`config.mk`:
```
export PLATFORM = sky130hd
export DESIGN_NAME = blankport_slice_sched
export DESIGN_NICKNAME = d
export VERILOG_FILES = /design/src/rtl/blankport_slice_sched.sv
export SDC_FILE = /design/constraint.sdc
export NUM_CORES = 1
export LEC_CHECK = 0
export BUFFER_PORTS_ARGS = -buffer_cell sky130_fd_sc_hd__buf_2
export CAP_MARGIN = 20
export CORE_MARGIN = 5
export CORE_UTILIZATION = 40
export DETAILED_ROUTE_END_ITERATION = 7
export HOLD_SLACK_MARGIN = 0.06
export PLACE_DENSITY = 0.71
export SLEW_MARGIN = 0
export SYNTH_ARGS = -nofsm -noshare
export SYNTH_HDL_FRONTEND = slang
export SYNTH_SLANG_ARGS = --single-unit
export TNS_END_PERCENT = 1
```
`constraint.sdc`:
```
create_clock -name clk -period 1.1 [get_ports clk]
set_input_delay 0.055 -clock clk [delete_from_list [all_inputs] [get_ports clk]]
set_output_delay 0.055 -clock clk [all_outputs]
set_load 0.01 [all_outputs]
```
`src/rtl/blankport_slice_sched.sv`:
```
// Round-robin scheduler that time-shares one SLICE-wide blankport cell among NREQ requesters.
// Optional parity output/checker enabled by defining BLANKPORT_SCHED_PARITY_EN.
module blankport_slice_sched #(
    parameter int unsigned NREQ  = 2,
    parameter int unsigned W     = 4,
    parameter int unsigned SLICE = 2
) (
    input  logic                    clk,
    input  logic                    reset,
    input  logic [NREQ-1:0]         req_valid,
    input  logic [NREQ*W-1:0]       req_a,
    input  logic [NREQ*W-1:0]       req_b,
    output logic [NREQ-1:0]         req_ready,
    output logic [SLICE-1:0]        cell_a,
    output logic [SLICE-1:0]        cell_b,
    input  logic [SLICE-1:0]        cell_o,
    output logic                    rsp_valid,
    output logic [$clog2(NREQ)-1:0] rsp_id,
    output logic [W-1:0]            rsp_data,
`ifdef BLANKPORT_SCHED_PARITY_EN
    output logic                    rsp_par,
    output logic                    par_err,
`endif
    input  logic                    rsp_ready
);

    localparam int unsigned IDW    = $clog2(NREQ);
    localparam int unsigned NSLICE = W / SLICE;
    localparam int unsigned CW     = (NSLICE > 1) ? $clog2(NSLICE) : 1;

    typedef enum logic [1:0] {S_IDLE, S_ISSUE, S_RESP} state_e;

    state_e            state_q, state_d;
    logic [IDW-1:0]    rr_ptr_q, rr_ptr_d;
    logic [CW-1:0]     slice_cnt_q, slice_cnt_d;
    logic [IDW-1:0]    own_q, own_d;
    logic [W-1:0]      op_a_q, op_a_d;
    logic [W-1:0]      op_b_q, op_b_d;
    logic [W-1:0]      res_q, res_d;
    logic [SLICE-1:0]  cell_a_q, cell_a_d;
    logic [SLICE-1:0]  cell_b_q, cell_b_d;
    logic              rsp_valid_q, rsp_valid_d;
    logic [IDW-1:0]    rsp_id_q, rsp_id_d;
    logic [W-1:0]      rsp_data_q, rsp_data_d;
`ifdef BLANKPORT_SCHED_PARITY_EN
    logic              rsp_par_q, rsp_par_d;
    logic              par_err_q, par_err_d;
`endif

    logic              grant_hit;
    logic [IDW-1:0]    grant_id;
    int unsigned       arb_idx;
    int unsigned       gbase;
    int unsigned       sbase;
    logic              last_slice;

    assign last_slice = (slice_cnt_q == CW'(NSLICE - 1));

    // First valid requester at or after rr_ptr, searching upward with wrap
    always_comb begin
        grant_hit = 1'b0;
        grant_id  = '0;
        arb_idx   = 0;
        for (int unsigned k = 0; k < NREQ; k++) begin
            arb_idx = (32'(rr_ptr_q) + k) % NREQ;
            if (!grant_hit && req_valid[IDW'(arb_idx)]) begin
                grant_hit = 1'b1;
                grant_id  = IDW'(arb_idx);
            end
        end
    end

    always_comb begin
        req_ready = '0;
        if (state_q == S_IDLE && !reset && grant_hit) begin
            req_ready = NREQ'(1) << grant_id;
        end
    end

    always_ff @(posedge clk) begin
        if (reset) begin
            state_q <= S_IDLE;
        end else begin
            state_q <= state_d;
        end
    end

    always_comb begin
        state_d = state_q;
        case (state_q)
            S_IDLE:  if (grant_hit)  state_d = S_ISSUE;
            S_ISSUE: if (last_slice) state_d = S_RESP;
            S_RESP:  if (rsp_ready)  state_d = S_IDLE;
            default: state_d = S_IDLE;
        endcase
    end

    // Datapath: latch operands on grant, walk slices LSB first, present result
    always_comb begin
        rr_ptr_d    = rr_ptr_q;
        slice_cnt_d = slice_cnt_q;
        own_d       = own_q;
        op_a_d      = op_a_q;
        op_b_d      = op_b_q;
        res_d       = res_q;
        cell_a_d    = cell_a_q;
        cell_b_d    = cell_b_q;
        rsp_valid_d = rsp_valid_q;
        rsp_id_d    = rsp_id_q;
        rsp_data_d  = rsp_data_q;
`ifdef BLANKPORT_SCHED_PARITY_EN
        rsp_par_d   = rsp_par_q;
        par_err_d   = par_err_q;
`endif
        gbase       = 32'(grant_id) * W;
        sbase       = 32'(slice_cnt_q) * SLICE;
        case (state_q)
            S_IDLE: begin
                if (grant_hit) begin
                    op_a_d      = req_a[gbase +: W];
                    op_b_d      = req_b[gbase +: W];
                    cell_a_d    = req_a[gbase +: SLICE];
                    cell_b_d    = req_b[gbase +: SLICE];
                    own_d       = grant_id;
                    slice_cnt_d = '0;
                    rr_ptr_d    = (grant_id == IDW'(NREQ - 1)) ? '0 : IDW'(grant_id + 1'b1);
                end
            end
            S_ISSUE: begin
                res_d[sbase +: SLICE] = cell_o;
`ifdef BLANKPORT_SCHED_PARITY_EN
                // X/Z on cell_o or a parity disagreement both make this non-zero
                if (((^cell_o) ^ (^cell_a_q) ^ (^cell_b_q)) !== 1'b0) begin
                    par_err_d = 1'b1;
                end
`endif
                if (last_slice) begin
                    slice_cnt_d = '0;
                    rsp_valid_d = 1'b1;
                    rsp_id_d    = own_q;
                    rsp_data_d  = res_d;
`ifdef BLANKPORT_SCHED_PARITY_EN
                    rsp_par_d   = ^res_d;
`endif
                end else begin
                    slice_cnt_d = CW'(slice_cnt_q + 1'b1);
                    cell_a_d    = op_a_q[sbase + SLICE +: SLICE];
                    cell_b_d    = op_b_q[sbase + SLICE +: SLICE];
                end
            end
            S_RESP: begin
                if (rsp_ready) begin
                    rsp_valid_d = 1'b0;
                end
            end
            default: ;
        endcase
    end

    always_ff @(posedge clk) begin
        if (reset) begin
            rr_ptr_q    <= '0;
            slice_cnt_q <= '0;
            own_q       <= '0;
            op_a_q      <= '0;
            op_b_q      <= '0;
            res_q       <= '0;
            cell_a_q    <= '0;
            cell_b_q    <= '0;
            rsp_valid_q <= 1'b0;
            rsp_id_q    <= '0;
            rsp_data_q  <= '0;
`ifdef BLANKPORT_SCHED_PARITY_EN
            rsp_par_q   <= 1'b0;
            par_err_q   <= 1'b0;
`endif
        end else begin
            rr_ptr_q    <= rr_ptr_d;
            slice_cnt_q <= slice_cnt_d;
            own_q       <= own_d;
            op_a_q      <= op_a_d;
            op_b_q      <= op_b_d;
            res_q       <= res_d;
            cell_a_q    <= cell_a_d;
            cell_b_q    <= cell_b_d;
            rsp_valid_q <= rsp_valid_d;
            rsp_id_q    <= rsp_id_d;
            rsp_data_q  <= rsp_data_d;
`ifdef BLANKPORT_SCHED_PARITY_EN
            rsp_par_q   <= rsp_par_d;
            par_err_q   <= par_err_d;
`endif
        end
    end

    assign cell_a    = cell_a_q;
    assign cell_b    = cell_b_q;
    assign rsp_valid = rsp_valid_q;
    assign rsp_id    = rsp_id_q;
    assign rsp_data  = rsp_data_q;
`ifdef BLANKPORT_SCHED_PARITY_EN
    assign rsp_par   = rsp_par_q;
    assign par_err   = par_err_q;
`endif

endmodule

```
==> results.toml, run 1 <==
[worst_setup_path]
endpoint_kind = "primary output"
arrival_ns = 1.35
cp-startpoint = "state_q[0]"
ff2ff_path_depth = 6
critPathMaxStageDelay_ns = 0.36
crit_cells = 4
path_cells = "o21bai_4 -> or2_4 -> nor3_2 -> buf_2"
crit_slowest_cell = "dfxtp_4"
worstReg2RegStart = "state_q[0]"
cp-endpoint = "req_ready[0]"
worstSetupPathType = "register to primary output"
worstPathMaxFanout = 3
rr_endpoint = "op_a_q[2]"
start_kind = "register"
cp.required_ns = 1.04
critical-path-top-delay-family = "simple AND/OR/NAND/NOR gates"
rrSetupSlack_ns = -0.23
cp.buffers_inverters = 1

[sta]
max-slew-margin-rel_pct = 75.5
period_share_pct = 128
fmax_mhz = 713
rsz0062_at_grt = "yes"
hold_ws_ns = 0.0656
period_needed_ns = 1.40
final_max_slew_viol_count = 0
fin_ws_ns = -0.303
finClkSkew_ns = 0.00178
setup_viol = 23
tightest_slew_ns = 0.367
hold_violations = 0

[cells_and_area]
layout-drive-gt1-share_pct = 42.7
layout.nets = 209
antenna_cells = 0
syn_to_final_growth_pct = 51.5
final_util_pct = 62.0

[global_route]
grt_pass1_wl_mm = 4.85
globalRouteMet2Util_pct = 31.3
antenna_found_initial = 0
grtUsageMet3_pct = 2.59
grt_start_max_net_pins = 14
gr-total-overflow = 0
grt_use_met1_pct = 21.4
grt.total_usage_pct = 17.5
top_usage_layer = "met2"
grt_pass1_vias = 1101

[status]
violations = "setup timing"
status = "finished with violations"

[synth]
synth_edf_count = 0
synthTopCellsByArea = "dfxtp_1, a21oi_1, nand2_1"
synth_mux_area_share_pct = 0
synth_xor_area_share_pct = 0.879
synth.largest_area_cell = "dfxtp_1"
seq_area_frac_synth_pct = 42.2
synth_most_common_cell = "nand2_1"
synth.yosys.warnings = 0
synth-seq-cells = 21
synth_compound_area_share_pct = 24.1
synth.distinct_cells = 26
synth_top_family_by_area = "simple AND/OR/NAND/NOR gates"
synthFlopType = "dfxtp_1"
netlist_top_cells_count = "nand2_1, a21oi_1, dfxtp_1, nor2_1, nor3_1"
synth_simple_gate_area_share_pct = 26.1
async_reset_ff_share_pct = 0
synth_adder_area_share_pct = 0
synthCells = 127
syn-cell-area_um2 = 996
syn_nets = 150
post-synth-top-area-fraction_pct = 42.2
synth.avg_cell_area_um2 = 7.84

[worst_hold_path]
hold_path.class = "primary input to register"
hold_start = "req_b[6]"

[placed_design]
port_buffers = 34
dpl.hpwl_mm = 1.94
place_congestion = 0.820

[route]
via_count = 1120
wirelength_mm = 3.09
drc = 0
dr.pass1.iters = 4
avgRoutedWirePerCell_um = 14.4
ant_nets = 0
drtIter0Drc = 36
avgViaCountPerCell = 5.21

[clock_network]
tritoncts = "built"
root_buffer = "clkbuf_4"
clk_pin_slew_ns = 0.12
cts_buffers = 3
cts-htree-levels = 1
cts_sinks = 21
clk_latency_ns = 0.30
clk_path_buf_depth = 2

[floorplan]
coreArea_um2 = 2430
die_y_um = 59.9
start_util_pct = 40.9
pin_count = 35
die_w_um = 59.9
design.die.area_um2 = 3590
rows = 18

[flow_run]
drv_cap = 0

[pwr]
p_leak_nw = 0.677
ir_worst_vdd_v = 0.000951
p_per_area_nw_per_um2 = 1180
## cells in the final DEF, fill, tap and decap left out, drive strengths merged
cell type    count
nor3             8
dlygate4sd3     11
o21ai            6
nand4            2
o21bai           1
nand2b           3
dfxtp           21
nor2            11
o211a            2
nand2           24
clkbuf           4
a211oi           5
xor2             1
or2              2
or3              1
or3b             2
buf             54
a21boi           1
and2             1
a21oi           23
a22oi            2
## worst min-delay path, stage by stage
cell	delay [ns]
buf_2	0.10
a21oi_2	0.10
a211oi_1	0.07
## worst min path at each step
| stage | slack (ns) | cells after the start | end |
|---|---|---|---|
| after floorplan | 0.19 | 2 | rsp_data[2] |
| after global placement | 0.30 | 3 | op_a_q[2] |
| after detailed placement | 0.31 | 3 | op_a_q[3] |
| after CTS | 0.07 | 3 | op_b_q[2] |
| after global routing | 0.08 | 3 | op_a_q[3] |
| final | 0.07 | 3 | op_b_q[2] |
## stage by stage
| step | std cells | worst slack, ns | power, W | TNS [ns] | cell area, um2 |
|---|---|---|---|---|---|
| 3_3_place_gp | 197 | -0.0849 | 0.00129 | -0.805 | 1270 |
| 6_report | 215 | -0.303 | 0.00178 | -3.12 | 1510 |
| 5_1_grt | 215 | -0.357 | 0.00187 | -4.52 | 1510 |
| 3_5_place_dp | 197 | -0.163 | 0.00130 | -1.54 | 1270 |
| 4_1_cts | 215 | -0.351 | 0.00174 | -2.64 | 1480 |
| 2_1_floorplan | 127 | -0.0869 | 0.00114 | -0.678 | 1000 |
## state kept, by name (all words and copies together), names as in the netlist
name        count
last_slice      1
rsp_id          1
own_q           1
op_b_q          2
rr_ptr_q        1
cell_b          2
res_q           2
rsp_valid       1
rsp_data        4
state_q         2
cell_a          2
op_a_q          2
## layout make-up
class / count / area [um2]
repair buffers: 65 / 434
fillers: 200 / 923
flip-flops and latches: 21 / 427
multi-input cells: 95 / 584
clock buffers: 4 / 26.3
well taps: 30 / 37.5
## power breakdown
group	leakage (nW)	switching (W)	internal [W]
Clock	0.0150	0.000234	0.000141
Combinational	0.489	0.000267	0.000273
Sequential	0.174	0.0000433	0.000825
Total	0.677	0.000545	0.00124
## per-layer routing
layer	wire, um	part of all wire, %
met4	61	2.0
met1	1260	41
met3	128	4.1
met2	1640	53
met5	0	0
## cell families after synthesis
logic type                count (synthesis)
and+or+nand+nor                          54
AOI/OAI and AO/OA                        40
DFF                                      21
buffers and inverters                    11
xor gates and xnor gates                  1
## timing repair
item                       in CTS  in global routing
hold buffers                   11                  0
setup buffers                   3                  0
hold endpoints to repair       11                  0
pin swaps                       6                  2
resized for setup              14                  8
setup endpoints to repair      22                 23
Note: power is estimated with default switching activity, not from simulation.
==> run 2, diff against run 1 <==
--- a/config.mk
+++ b/config.mk
@@ -7,7 +7,6 @@
 export LEC_CHECK = 0
 export BUFFER_PORTS_ARGS = -buffer_cell sky130_fd_sc_hd__buf_2
 export CAP_MARGIN = 20
-export CORE_MARGIN = 5
 export CORE_UTILIZATION = 40
 export DETAILED_ROUTE_END_ITERATION = 7
 export HOLD_SLACK_MARGIN = 0.06
==> results.toml, run 2 (same netlist as run 1, synthesis figures left out) <==
[sta]
hold_ws_ns = 0.0538
setup_viol = 21
period_share_pct = 130
fmax_mhz = 699
fin_ws_ns = -0.330
tightest_slew_ns = 0.357
finClkSkew_ns = 0.00498
rsz0062_at_grt = "yes"
hold_violations = 0
final_max_slew_viol_count = 0
period_needed_ns = 1.43
max-slew-margin-rel_pct = 76.2

[clock_network]
cts_buffers = 3
clk_pin_slew_ns = 0.12
root_buffer = "clkbuf_4"
clk_path_buf_depth = 2
clk_latency_ns = 0.30
tritoncts = "built"
cts_sinks = 21
cts-htree-levels = 1

[global_route]
grt_pass1_wl_mm = 4.26
antenna_found_initial = 0
grt_start_max_net_pins = 17
grt.total_usage_pct = 21.8
gr-total-overflow = 0
grt_pass1_vias = 944

[worst_setup_path]
critPathMaxStageDelay_ns = 0.36
start_kind = "register"
worstSetupPathType = "register to primary output"
path_cells = "o21bai_4 -> or2_4 -> nor3_4 -> buf_2"
cp.required_ns = 1.04
crit_slowest_cell = "dfxtp_4"
arrival_ns = 1.38
worstPathMaxFanout = 4
endpoint_kind = "primary output"

[route]
avgRoutedWirePerCell_um = 12.8
drtIter0Drc = 12
wirelength_mm = 2.71
drc = 0
avgViaCountPerCell = 5.15
via_count = 1087
ant_nets = 0
dr.pass1.iters = 4

[placed_design]
place_inst = 195
place_congestion = 0.833
dpl_worst_slack_ns = -0.134
port_buffers = 34
dpl.hpwl_mm = 1.83

[cells_and_area]
layout-drive-gt1-share_pct = 43.7
layout.nets = 207
antenna_cells = 0
final_cell_count_no_fill = 211
syn_to_final_growth_pct = 48.1
final_common_cell = "buf_2"
largest_reg_flops = 4
mostFrequentLayoutCells = "buf_2, nand2_1, dfxtp_1, buf_4, a21oi_1"

[status]
status = "finished with violations"
violations = "setup timing"

[floorplan]
start_util_pct = 43.8
die_w_um = 51.9
pin_count = 35
rows = 17
coreArea_um2 = 2280
design.die.area_um2 = 2690
die_y_um = 51.9

[flow_run]
drv_cap = 0

[pwr]
p_leak_nw = 0.665
ir_worst_vdd_v = 0.000851
p_per_area_nw_per_um2 = 1190

[worst_hold_path]
hold_path.class = "primary input to register"
run 2: cell count changes in the layout (fill, tap and decap cells not counted), sizes merged:
cell / delta
buf: -1
dlygate4sd3: -1
clkbuf: -1
clkinv: +1
run 2: per-layer routing:
| layer | share of wire (%) | track usage [%] | up-vias |
|---|---|---|---|
| met5 | 0 | 0 | - |
| met4 | 1.5 | 9.91 | 0 |
| met3 | 4.1 | 2.63 | 4 |
| met2 | 51 | 36.1 | 34 |
| met1 | 44 | 28.1 | 498 |
| li1 | - | - | 551 |
run 2: layout make-up:
type                    instances  area (um2)
fillers                       191         801
flip-flops and latches         21         425
repair buffers                 63         413
clock buffers                   3        22.5
clock inverters                 1        5.00
multi-input cells              95         574
well taps                      28        35.0
run 2: power breakdown:
| group | switching (W) | internal (W) | total, W |
|---|---|---|---|
| Combinational | 0.000251 | 0.000265 | 0.000516 |
| Sequential | 0.0000437 | 0.000824 | 0.000868 |
| Clock | 0.000230 | 0.000135 | 0.000365 |
run 2: worst paths after layout:
kind | slack [ns] | start | endpoint | cells after the start
worst min-delay path | 0.05 | req_b[6] | op_b_q[2] | 3
worst min register to register | 0.46 | rsp_id | rsp_id | 2
worst max-delay path | -0.33 | state_q[0] | req_ready[0] | 4
worst max register to register | -0.27 | state_q[0] | cell_b[1] | 5
run 2: through the flow:
| step | utilization [%] | total power [W] | TNS [ns] | cell area [um2] |
|---|---|---|---|---|
| 2_1_floorplan | - | 0.00114 | -0.678 | 1000 |
| 3_3_place_gp | 55.5 | 0.00129 | -0.782 | 1260 |
| 3_5_place_dp | 55.5 | 0.00130 | -1.43 | 1260 |
| 4_1_cts | 62.8 | 0.00173 | -2.75 | 1430 |
| 5_1_grt | 64.8 | 0.00188 | -4.18 | 1480 |
| 6_report | 64.8 | 0.00175 | -2.94 | 1480 |
run 2: what timing repair did:
| action | in CTS | in global routing |
|---|---|---|
| buffers inserted | 2 | 0 |
| setup endpoints to repair | 21 | 23 |
| pin swaps | 4 | 1 |
| resized for setup | 9 | 10 |
| endpoints found under the hold margin | 10 | 1 |
| hold buffers | 9 | 1 |
run 2: critical path, delay by kind of cell, from the launching register on:
family | cells | cell delay (ns)
compound gates | 1 | 0.17
buf+inv | 1 | 0.15
simple gates | 2 | 0.39
flops | 1 | 0.36
==> run 3, diff against run 2 <==
--- a/config.mk
+++ b/config.mk
@@ -11,6 +11,7 @@
 export DETAILED_ROUTE_END_ITERATION = 7
 export HOLD_SLACK_MARGIN = 0.06
 export PLACE_DENSITY = 0.71
+export SKIP_LAST_GASP = 1
 export SLEW_MARGIN = 0
 export SYNTH_ARGS = -nofsm -noshare
 export SYNTH_HDL_FRONTEND = slang
==> results.toml, run 3 (same netlist as run 1, synthesis figures left out) <==
[status]
status = "finished with violations"
violations = "setup timing"

[worst_hold_path]
hold_start = "req_b[5]"
hold_path.class = "primary input to register"

[global_route]
grt_pass1_wl_mm = 4.25
grt.total_usage_pct = 21.7
grt_start_max_net_pins = 17
antenna_found_initial = 0
gr-total-overflow = 0
grt_pass1_vias = 943

[flow_run]
drv_cap = 0

[cells_and_area]
seqCellArea_um2 = 425
syn_to_final_growth_pct = 43.2
layout.nets = 206
antenna_cells = 0
final_cell_count_no_fill = 210
largest_reg_flops = 4
fillers = 209
final_area_um2 = 1430
multi_input_area_um2 = 536
layout-drive-gt1-share_pct = 37.4
final_common_cell = "buf_2"
mostFrequentLayoutCells = "buf_2, nand2_1, a21oi_1, dfxtp_1, buf_4"

[clock_network]
clk_latency_ns = 0.30
clk_path_buf_depth = 2
tritoncts = "built"
cts-htree-levels = 1
cts_buffers = 3
root_buffer = "clkbuf_4"
cts_sinks = 21
clk_pin_slew_ns = 0.12

[worst_setup_path]
crit_cells = 4
worstSetupPathType = "register to primary output"
worstReg2RegStart = "state_q[0]"
rr_endpoint = "cell_b[1]"
cp.buffers_inverters = 1
cp-endpoint = "req_ready[0]"
worstPathMaxFanout = 4
rrSetupSlack_ns = -0.28
cp-startpoint = "state_q[0]"
critical-path-top-delay-family = "simple AND/OR/NAND/NOR gates"
critPathMaxStageDelay_ns = 0.36
cp.required_ns = 1.04
ff2ff_path_depth = 5
crit_slowest_cell = "dfxtp_4"
arrival_ns = 1.37
start_kind = "register"
path_cells = "o21bai_4 -> or2_4 -> nor3_4 -> buf_2"
endpoint_kind = "primary output"

[floorplan]
design.die.area_um2 = 2690
pin_count = 35
die_y_um = 51.9
die_w_um = 51.9
coreArea_um2 = 2280
rows = 17
start_util_pct = 43.8

[sta]
hold_ws_ns = 0.0730
tightest_slew_ns = 0.354
period_share_pct = 130
max-slew-margin-rel_pct = 76.4
hold_violations = 0
period_needed_ns = 1.43
setup_viol = 21
fin_ws_ns = -0.327
fmax_mhz = 701
finalSetupTns_ns = -3.40
rsz0062_at_grt = "yes"
finClkSkew_ns = 0.00150
final_max_slew_viol_count = 0

[placed_design]
placed_cell_area_um2 = 1260
place_inst = 195
port_buffers = 34
dpl.hpwl_mm = 1.83
place_congestion = 0.833

[pwr]
ir_worst_vdd_v = 0.000851
p_leak_nw = 0.654
total_power_w = 0.00171
p_per_area_nw_per_um2 = 1200

[route]
via_count = 1054
drtIter0Drc = 17
avgViaCountPerCell = 5.02
wirelength_mm = 2.56
avgRoutedWirePerCell_um = 12.2
dr.pass1.iters = 4
ant_nets = 0
drc = 0
-- run 3: repair_timing --
| action | 4_1_cts | 5_1_grt |
|---|---|---|
| hold buffers | 9 | 0 |
| setup buffers | 2 | 0 |
| hold endpoints to repair | 10 | 0 |
| gates resized for setup | 5 | 2 |
| pin swaps | 1 | 1 |
| endpoints found under the setup margin | 21 | 23 |
-- run 3: layer usage --
layer / up-vias / share of wire (%) / GRT usage [%]
li1: 548 / - / -
met1: 487 / 46 / 28.1
met2: 17 / 51 / 35.7
met3: 2 / 2.2 / 2.92
met4: 0 / 0.98 / 9.01
met5: - / 0 / 0
-- run 3: cell type report --
class                           instances  share of cell area [%]
Clock buffer                            3                    1.58
Clock inverter                          1                   0.351
Multi-Input combinational cell         95                    37.5
Sequential cell                        21                    29.8
Tap cell                               28                    2.46
Timing Repair Buffer                   62                    28.2
-- run 3: worst min path at each step --
stage	slack, ns	to	depth (start not counted)
6_report	0.07	cell_b[1]	3
5_1_grt	0.07	op_a_q[3]	3
4_1_cts	0.06	op_b_q[2]	3
3_5_place_dp	0.31	op_a_q[2]	3
3_3_place_gp	0.30	op_b_q[3]	3
2_1_floorplan	0.19	rsp_data[2]	2
-- run 3: worst reg2reg max path: stages (launching register included) --
cell and delay, ns:
dfxtp_4 0.36, buf_4 0.15, or3_4 0.42, a21oi_2 0.18, a22oi_1 0.10, o21ai_1 0.10
-- run 3: report_power, final --
group / switching [W] / internal [W] / leakage [nW]
Sequential: 0.0000408 / 0.000825 / 0.173
Clock: 0.000235 / 0.000135 / 0.0177
Combinational: 0.000232 / 0.000248 / 0.463
-- run 3: through the flow --
stage               worst slack, ns  util [%]
floorplan                   -0.0869         -
global placement            -0.0811      55.5
detailed placement           -0.134      55.5
CTS                          -0.327      62.3
global route                 -0.388      62.7
finish                       -0.327      62.7
